==> config.mk <==
export PLATFORM = sky130hd
export DESIGN_NAME = vec_image_load_sequencer
export DESIGN_NICKNAME = d
export VERILOG_FILES = /design/src/rtl/vec_image_load_sequencer.sv
export SDC_FILE = /design/constraint.sdc
export NUM_CORES = 1
export LEC_CHECK = 0
export ABC_AREA = 0
export ABC_CLOCK_PERIOD_IN_PS = 4400
export CAP_MARGIN = 20
export CORE_AREA = 4 4 223 225
export CTS_BUF_LIST = sky130_fd_sc_hd__clkbuf_4 sky130_fd_sc_hd__clkbuf_8
export CTS_CLUSTER_SIZE = 20
export DETAILED_ROUTE_END_ITERATION = 16
export DIE_AREA = 0 0 227 229
export SETUP_SLACK_MARGIN = 0.1
export SLEW_MARGIN = 20
export SYNTH_ARGS = -nofsm -noshare
export SYNTH_HDL_FRONTEND = slang
export SYNTH_SLANG_ARGS = --single-unit
==> constraint.sdc <==
create_clock -name CLK -period 4.4 [get_ports CLK]
set_input_delay 0.88 -clock CLK [delete_from_list [all_inputs] [get_ports CLK]]
set_output_delay 0.88 -clock CLK [all_outputs]
set_load 0.05 [all_outputs]
==> src/rtl/vec_image_load_sequencer.sv <==
// Streams a contiguous run of 8-pixel vectors from image memory to the vector register-file port.
// Latency: start edge -> CHECK -> first address -> vector valid after the next edge; 1 vector/cycle.
// Backpressure: vec_ready low with vec_valid high freezes vec_data, vec_index and mem_addr.
module vec_image_load_sequencer #(
    parameter int ADDR_W       = 16,
    parameter int LANES        = 8,
    parameter int IMAGE_WIDTH  = 96,
    parameter int IMAGE_HEIGHT = 96,
    parameter int CNT_W        = 12
) (
    input  logic                    CLK,
    input  logic                    RST_N,
    input  logic                    start,
    input  logic [ADDR_W-1:0]       base_addr,
    input  logic [CNT_W-1:0]        num_vectors,
    output logic [ADDR_W-1:0]       mem_addr,
    input  logic [15:0][15:0]       mem_rd,
    output logic [15:0][15:0]       vec_data,
    output logic [CNT_W-1:0]        vec_index,
    output logic                    vec_valid,
    input  logic                    vec_ready,
    output logic                    busy,
    output logic                    done,
    output logic                    err
);

    localparam int END_W  = ADDR_W + CNT_W + 3;
    localparam int PIXELS = IMAGE_WIDTH * IMAGE_HEIGHT;
    localparam logic [END_W-1:0] PIXELS_E = END_W'(PIXELS);

    typedef enum logic [2:0] {
        IDLE   = 3'd0,
        CHECK  = 3'd1,
        RUN    = 3'd2,
        DRAIN  = 3'd3,
        FINISH = 3'd4
    } state_t;

    state_t                 state_q;
    logic [ADDR_W-1:0]      base_q;
    logic [CNT_W-1:0]       num_q;
    logic [ADDR_W-1:0]      cur_addr_q;
    logic [CNT_W-1:0]       remaining_q;
    logic [CNT_W-1:0]       issue_idx_q;
    logic [15:0][15:0]      vec_data_q;
    logic [CNT_W-1:0]       vec_index_q;
    logic                   vec_valid_q;
    logic                   busy_q;
    logic                   done_q;
    logic                   err_q;

    logic [END_W-1:0]       end_addr;
    logic [15:0][15:0]      rd_masked;
    logic                   fetch;
    logic                   unused_rd_hi;

    // Full-width end address so a huge base or count can never wrap into range.
    assign end_addr = END_W'(base_q) + END_W'(num_q) * END_W'(LANES);

    always_comb begin
        rd_masked = '0;
        for (int l = 0; l < LANES; l++) begin
            rd_masked[l] = mem_rd[l];
        end
    end

    assign unused_rd_hi = ^mem_rd[15:LANES];

    assign fetch    = (state_q == RUN) && (!vec_valid_q || vec_ready) && (remaining_q != '0);
    assign mem_addr = (state_q == RUN) ? cur_addr_q : '0;

    always_ff @(posedge CLK or negedge RST_N) begin
        if (!RST_N) begin
            state_q     <= IDLE;
            base_q      <= '0;
            num_q       <= '0;
            cur_addr_q  <= '0;
            remaining_q <= '0;
            issue_idx_q <= '0;
            vec_data_q  <= '0;
            vec_index_q <= '0;
            vec_valid_q <= 1'b0;
            busy_q      <= 1'b0;
            done_q      <= 1'b0;
            err_q       <= 1'b0;
        end else begin
            done_q <= 1'b0;
            err_q  <= 1'b0;
            case (state_q)
                IDLE: begin
                    if (start) begin
                        base_q  <= base_addr;
                        num_q   <= num_vectors;
                        busy_q  <= 1'b1;
                        state_q <= CHECK;
                    end
                end
                CHECK: begin
                    if (end_addr > PIXELS_E) begin
                        err_q   <= 1'b1;
                        busy_q  <= 1'b0;
                        state_q <= IDLE;
                    end else if (num_q == '0) begin
                        done_q  <= 1'b1;
                        busy_q  <= 1'b0;
                        state_q <= FINISH;
                    end else begin
                        cur_addr_q  <= base_q;
                        remaining_q <= num_q;
                        issue_idx_q <= '0;
                        state_q     <= RUN;
                    end
                end
                RUN: begin
                    if (fetch) begin
                        vec_data_q  <= rd_masked;
                        vec_index_q <= issue_idx_q;
                        vec_valid_q <= 1'b1;
                        cur_addr_q  <= cur_addr_q + ADDR_W'(LANES);
                        issue_idx_q <= issue_idx_q + CNT_W'(1);
                        remaining_q <= remaining_q - CNT_W'(1);
                        if (remaining_q == CNT_W'(1)) begin
                            state_q <= DRAIN;
                        end
                    end
                end
                DRAIN: begin
                    // The last vector is already registered; only its acceptance is pending.
                    if (vec_ready) begin
                        vec_valid_q <= 1'b0;
                        done_q      <= 1'b1;
                        busy_q      <= 1'b0;
                        state_q     <= FINISH;
                    end
                end
                FINISH: begin
                    state_q <= IDLE;
                end
                default: begin
                    state_q <= IDLE;
                end
            endcase
        end
    end

    assign vec_data  = vec_data_q;
    assign vec_index = vec_index_q;
    assign vec_valid = vec_valid_q;
    assign busy      = busy_q;
    assign done      = done_q;
    assign err       = err_q;

endmodule

# Word level (Yosys, flattened, before mapping)

Cells that the tools add are included.

Output and inout bits: 288
Logic and storage cells: 84
Bits of input ports: 288
Flip-flop bits (word level): 215

Equal/unequal tests: 11
$add $sub $neg: 4
Muxes and demuxes: 33
Reductions and logical operators: 16
Magnitude comparators: 1

Operators with widths:

| cell                  | number |
|---|---|
| $mux 12               | 6 |
| $mux 16               | 4 |
| $pmux 12 s2           | 2 |
| $pmux 16 s2           | 1 |
| $mux 3                | 6 |
| $add 16x15->17        | 1 |
| $gt 17x14->1 const B  | 1 |
| $add 16x4->16 const B | 1 |
| $add 12x1->12 const B | 1 |
| $eq 12x1->1 const B   | 1 |
| $logic_not 12->1      | 1 |
| $pmux 3 s4            | 1 |
| $reduce_and 4->1      | 3 |
| $reduce_bool 12->1    | 1 |
| $sub 12x1->12 const B | 1 |
| $mux 1                | 10 |
| $ne 2x2->1 const B    | 5 |
| $eq 3x2->1 const B    | 2 |
| $pmux 1 s2            | 2 |
| $reduce_and 2->1      | 2 |
| $reduce_bool 2->1     | 2 |
| $eq 3x1->1 const B    | 1 |
| $logic_not 3->1       | 1 |
| $ne 3x3->1 const B    | 1 |
| 7 further kinds       | 8 |

# Longest topological paths before layout

Depth after elaboration: 6
Mapped depth: 13
Depth with buffers taken out: 12

# Worst setup path before layout

Ideal clock, no wire load.

Kind: register to register
From: register num_q[0]
To: register cur_addr_q[4]
Library setup time: 0.125 ns
Clock period less this slack: 3.254 ns
Data required time: 4.275 ns
Arrival time: 3.129 ns
Slack: 1.146 ns
Cell stages (with the launch flop): 13
Path buffers: 0
Cells stage by stage: dfrtp_1 > ha_1 > inv_1 > fa_1 > nand2b_1 > a211oi_1 > nor2_1 > xnor2_1 > or4_1 > a211oi_1 > o21ai_2 > nand2_2 > mux2_2

Longest elaborated chain between the ends: 4
Elaborated cells between the ends (all ways): 6
Classes of those cells: add/sub (1); order compare (1); eq/ne (2); reduce/logical (2)

RTL lines:

| item                           | RTL line | source |
|---|---|---|
| start, declared                | 41       | `logic [CNT_W-1:0] num_q;` |
| start signal, assigned         | 93       | `num_q <= num_vectors;` |
| $add 16x15->17                 | 58       | `assign end_addr = END_W'(base_q) + END_W'(num_q) * END_W'(LANES);` |
| $gt 17x14->1                   | 99       | `if (end_addr > PIXELS_E) begin` |
| $ne 2x2->1 (no line)           | --       |  |
| $reduce_and 4->1 (no line) (*) | --       |  |
| end signal, assigned           | 108      | `cur_addr_q <= base_q;` |
| end signal, assigned           | 119      | `cur_addr_q <= cur_addr_q + ADDR_W'(LANES);` |
| end, declared                  | 42       | `logic [ADDR_W-1:0] cur_addr_q;` |

Every way passes the cells marked *; elsewhere a longest branch is shown, timed or not.
A chain may end at the register's enable or synchronous reset.

# Worst setup path in the final report

From: register state_q[1]
To: output mem_addr[11]

Longest elaborated chain between the ends: 2

RTL lines:

| item                   | RTL line | source |
|---|---|---|
| start, declared        | 39       | `state_t state_q;` |
| start signal, assigned | 74       | `state_q <= IDLE;` |
| start signal, assigned | 95       | `state_q <= CHECK;` |
| start signal, assigned | 102      | `state_q <= IDLE;` |
| $eq 3x2->1             | 70       | `assign mem_addr = (state_q == RUN) ? cur_addr_q : '0;` |
| $mux 16                | 70       |  |
| end, declared          | 16       | `output logic [ADDR_W-1:0] mem_addr,` |

No other way between the ends.

==> results.sh <==
export IMPL_ctsResizeCount=0
export IMPL_numCtsBuffers=41
export IMPL_synth_edf_count=0
export IMPL_tns_ns=0
export IMPL_dieHeight_um=229
export IMPL_fin_skew_ns=0.02524
export IMPL_synth_simple_area_share_pct=21.50
export IMPL_dp_hpwl_um=22370
export IMPL_fin_crit_ns=4.055
export IMPL_cts_sinks=215
export IMPL_grt_pass1_wl_um=47960
export IMPL_hold_viol_final=0
export IMPL_via_per_inst=4.106
export IMPL_drt_wirelength_per_cell_um=14.57
export IMPL_synth_seq_cells=215
export IMPL_synth_ff_type="dfrtp_1"
export IMPL_htree_levels=2
export IMPL_whs_ns=0.3496
export IMPL_clock_fmax_ghz=0.2466
export IMPL_worst_r2r_startpoint="num_q[0]"
export IMPL_vias=8786
export IMPL_finalSetupViolations=0
export IMPL_crit_path_start="state_q[1]"
export IMPL_crit_type="flip-flop to output port"
export IMPL_synth_top_cells_by_area="dfrtp_1 (51%), nand2_1 (16%), buf_4 (9.3%), mux2_2 (2.8%), a21oi_1 (2.0%)"
export IMPL_use_met2_pct=19.37
export IMPL_rows=80
export IMPL_crit_required_ns=3.52
export IMPL_die_x_um=227
export IMPL_peakVddDrop_mv=0.3930
export IMPL_slew_headroom_pct=36.84
export IMPL_yosysTopAreaCell="dfrtp_1"
export IMPL_busiest_layer="met2"
export IMPL_synth_top_area_share_pct=51.26
export IMPL_status="finished clean"
export IMPL_ys_types=57
export IMPL_gp_congestion=0.8014
export IMPL_slew_viol_final=0
export IMPL_finalWorstSetupSlack_ns=0.3455
export IMPL_slowest_stage="clkdlybuf4s50_1"
export IMPL_antenna_found_initial=0
export IMPL_p_leak_nw=6.974
export IMPL_power_mw=12.46
export IMPL_clk_pin_slew_worst_paths_ns=0.05
export IMPL_port_buffers=319
export IMPL_cp_max_fo=19
export IMPL_syn_area_mm2=0.01050
export IMPL_timing_worst_slew_pin_value_ns=0.9474
export IMPL_synthArstFlopShare_pct=100.0
export IMPL_grt_max_degree=110
export IMPL_dpl_instance_area_mm2=0.01395
export IMPL_nets=1799
export IMPL_core_mm2=0.04755
export IMPL_cts_tree="done"
export IMPL_place_ws_ns=0.5224
export IMPL_synth_xor_area_share_pct=0.5841
export IMPL_clock_path_buffers=3
export IMPL_drive_gt1_share_pct=8.202
export IMPL_initial_core_util_pct=22.08
export IMPL_cts_hold_buf=0
export IMPL_gr_total_overflow=0
export IMPL_cts_setup_buffers=0
export IMPL_yosysWarnings=0
export IMPL_synthMostInstantiatedCell="nand2_1"
export IMPL_final_cell_area_mm2=0.01489
export IMPL_start_kind="flip-flop"
export IMPL_ys_seq_area_share_pct=51.26
export IMPL_post_route_util_pct=31.32
export IMPL_antenna_left=0
export IMPL_muxShareOfSynthArea_pct=3.314
export IMPL_area_growth_pct=41.88
export IMPL_synth_area_per_cell_um2=8.925
export IMPL_crit_family="simple AND/OR/NAND/NOR gates"
export IMPL_rsz0062_at_grt="no"
export IMPL_grt_pass1_vias=8709
export IMPL_stdcell_count=2140
export IMPL_cts_root_buf="clkbuf_8"
export IMPL_synthAdderAreaFrac_pct=2.098
export IMPL_synth_top_family_by_area="simple AND/OR/NAND/NOR gates"
export IMPL_wl_um=31170
export IMPL_path_cells="inv_1, or3_1, nor2_1, clkdlybuf4s50_1"
export IMPL_synthTopCellsByCount="nand2_1 (451), dfrtp_1 (215), buf_4 (130)"
export IMPL_met3_usage_pct=3.483
export IMPL_power_density_mw_per_mm2=836.7
export IMPL_hold_path_class="primary input to asynchronous set/reset pin"
export IMPL_drt_iter0_markers=429
export IMPL_drv_cap=0
export IMPL_grtUsageTotal_pct=11.38
export IMPL_dr_pass1_iters=5
export IMPL_finalCritPeriodShare_pct=92.15
export IMPL_dieArea_mm2=0.05198
export IMPL_cp_data_arrival_time_ns=3.17
export IMPL_ios=576
export IMPL_grtUsageMet1_pct=13.93
export IMPL_dpl_cell_count=2066
export IMPL_syn_inst=1176
export IMPL_route_detailed_drc=0
export IMPL_crit_path_end_kind="output port"
export IMPL_synth_compound_area_share_pct=9.083
export IMPL_crit_buf_inv=2
export IMPL_clk_latency_ns=0.57
export IMPL_critPathMaxStageDelay_ns=0.87
## metal layers
metal | vias to the layer above | wire [µm]
met5 | - | 0
met4 | 0 | 690
met3 | 49 | 2278
met2 | 297 | 15240
met1 | 4194 | 12960
li1 | 4246 | -
## state kept, by name (all words and copies together) (netlist names)
register and cells:
vec_data 128, base_q 16, cur_addr_q 16, issue_idx_q 12, num_q 12, remaining_q 12, vec_index 12, state_q 3
busy 1, done 1, err 1, vec_valid 1
## area by class of cell
cell class | instances | area [µm²]
fill | 4998 | 32650
sequential | 215 | 5380
multi-input combinational | 882 | 4360
timing repair buffer | 333 | 3366
clock buffer | 63 | 829.5
tap | 615 | 769.5
clock inverter | 10 | 105.1
inverter | 21 | 78.83
antenna | 1 | 2.502
## where the power goes
| part | total (mW) | switching (mW) | leakage [nW] | internal, mW |
|---|---|---|---|---|
| Sequential | 3.56 | 0.673 | 2.61 | 2.89 |
| Clock | 2.19 | 0.872 | 0.489 | 1.32 |
| Combinational | 6.71 | 4.44 | 3.88 | 2.26 |
## cell families after synthesis
family / Yosys count
compound gates: 145
xor+xnor: 7
fa+ha+maj: 17
buf+inv: 206
flops: 215
mux: 30
other cells: 1
simple gates: 555
## worst register-to-register path: cells and delay by family (launching register included)
kind,cells,cell delay (ns)
xor gates and xnor gates,1,0.15
adders and majority gates,2,0.61
AOI/OAI and AO/OA,4,1.19
and+or+nand+nor,4,1.10
DFF,1,0.44
buffers and inverters,2,0.35
## final timing paths
check / endpoint / slack, ns / depth (start not counted)
min in group CLK: vec_data[7] / 0.47 / 2
hold / removal: vec_data[87] / 0.35 / 1
max in group asynchronous: vec_data[25] / 3.10 / 2
hold reg to reg: vec_data[7] / 0.47 / 2
setup reg to reg: issue_idx_q[1] / 0.45 / 13
setup / recovery: mem_addr[11] / 0.35 / 4
## placed cells by master (no fill, tap or decap), types with 16 or more instances in the layout
cell             netlist  layout
nand2_1              451     451
clkdlybuf4s50_1        0     318
dfrtp_1              215     215
conb_1                 1     128
clkbuf_8               0      57
a21oi_1               42      42
o21ai_0               31      31
nor2_1                27      27
mux2_2                26      26
nand3_1               22      22
inv_1                 21      21
ha_1                  16      16
No activity file was read; power rests on OpenSTA's default activity.
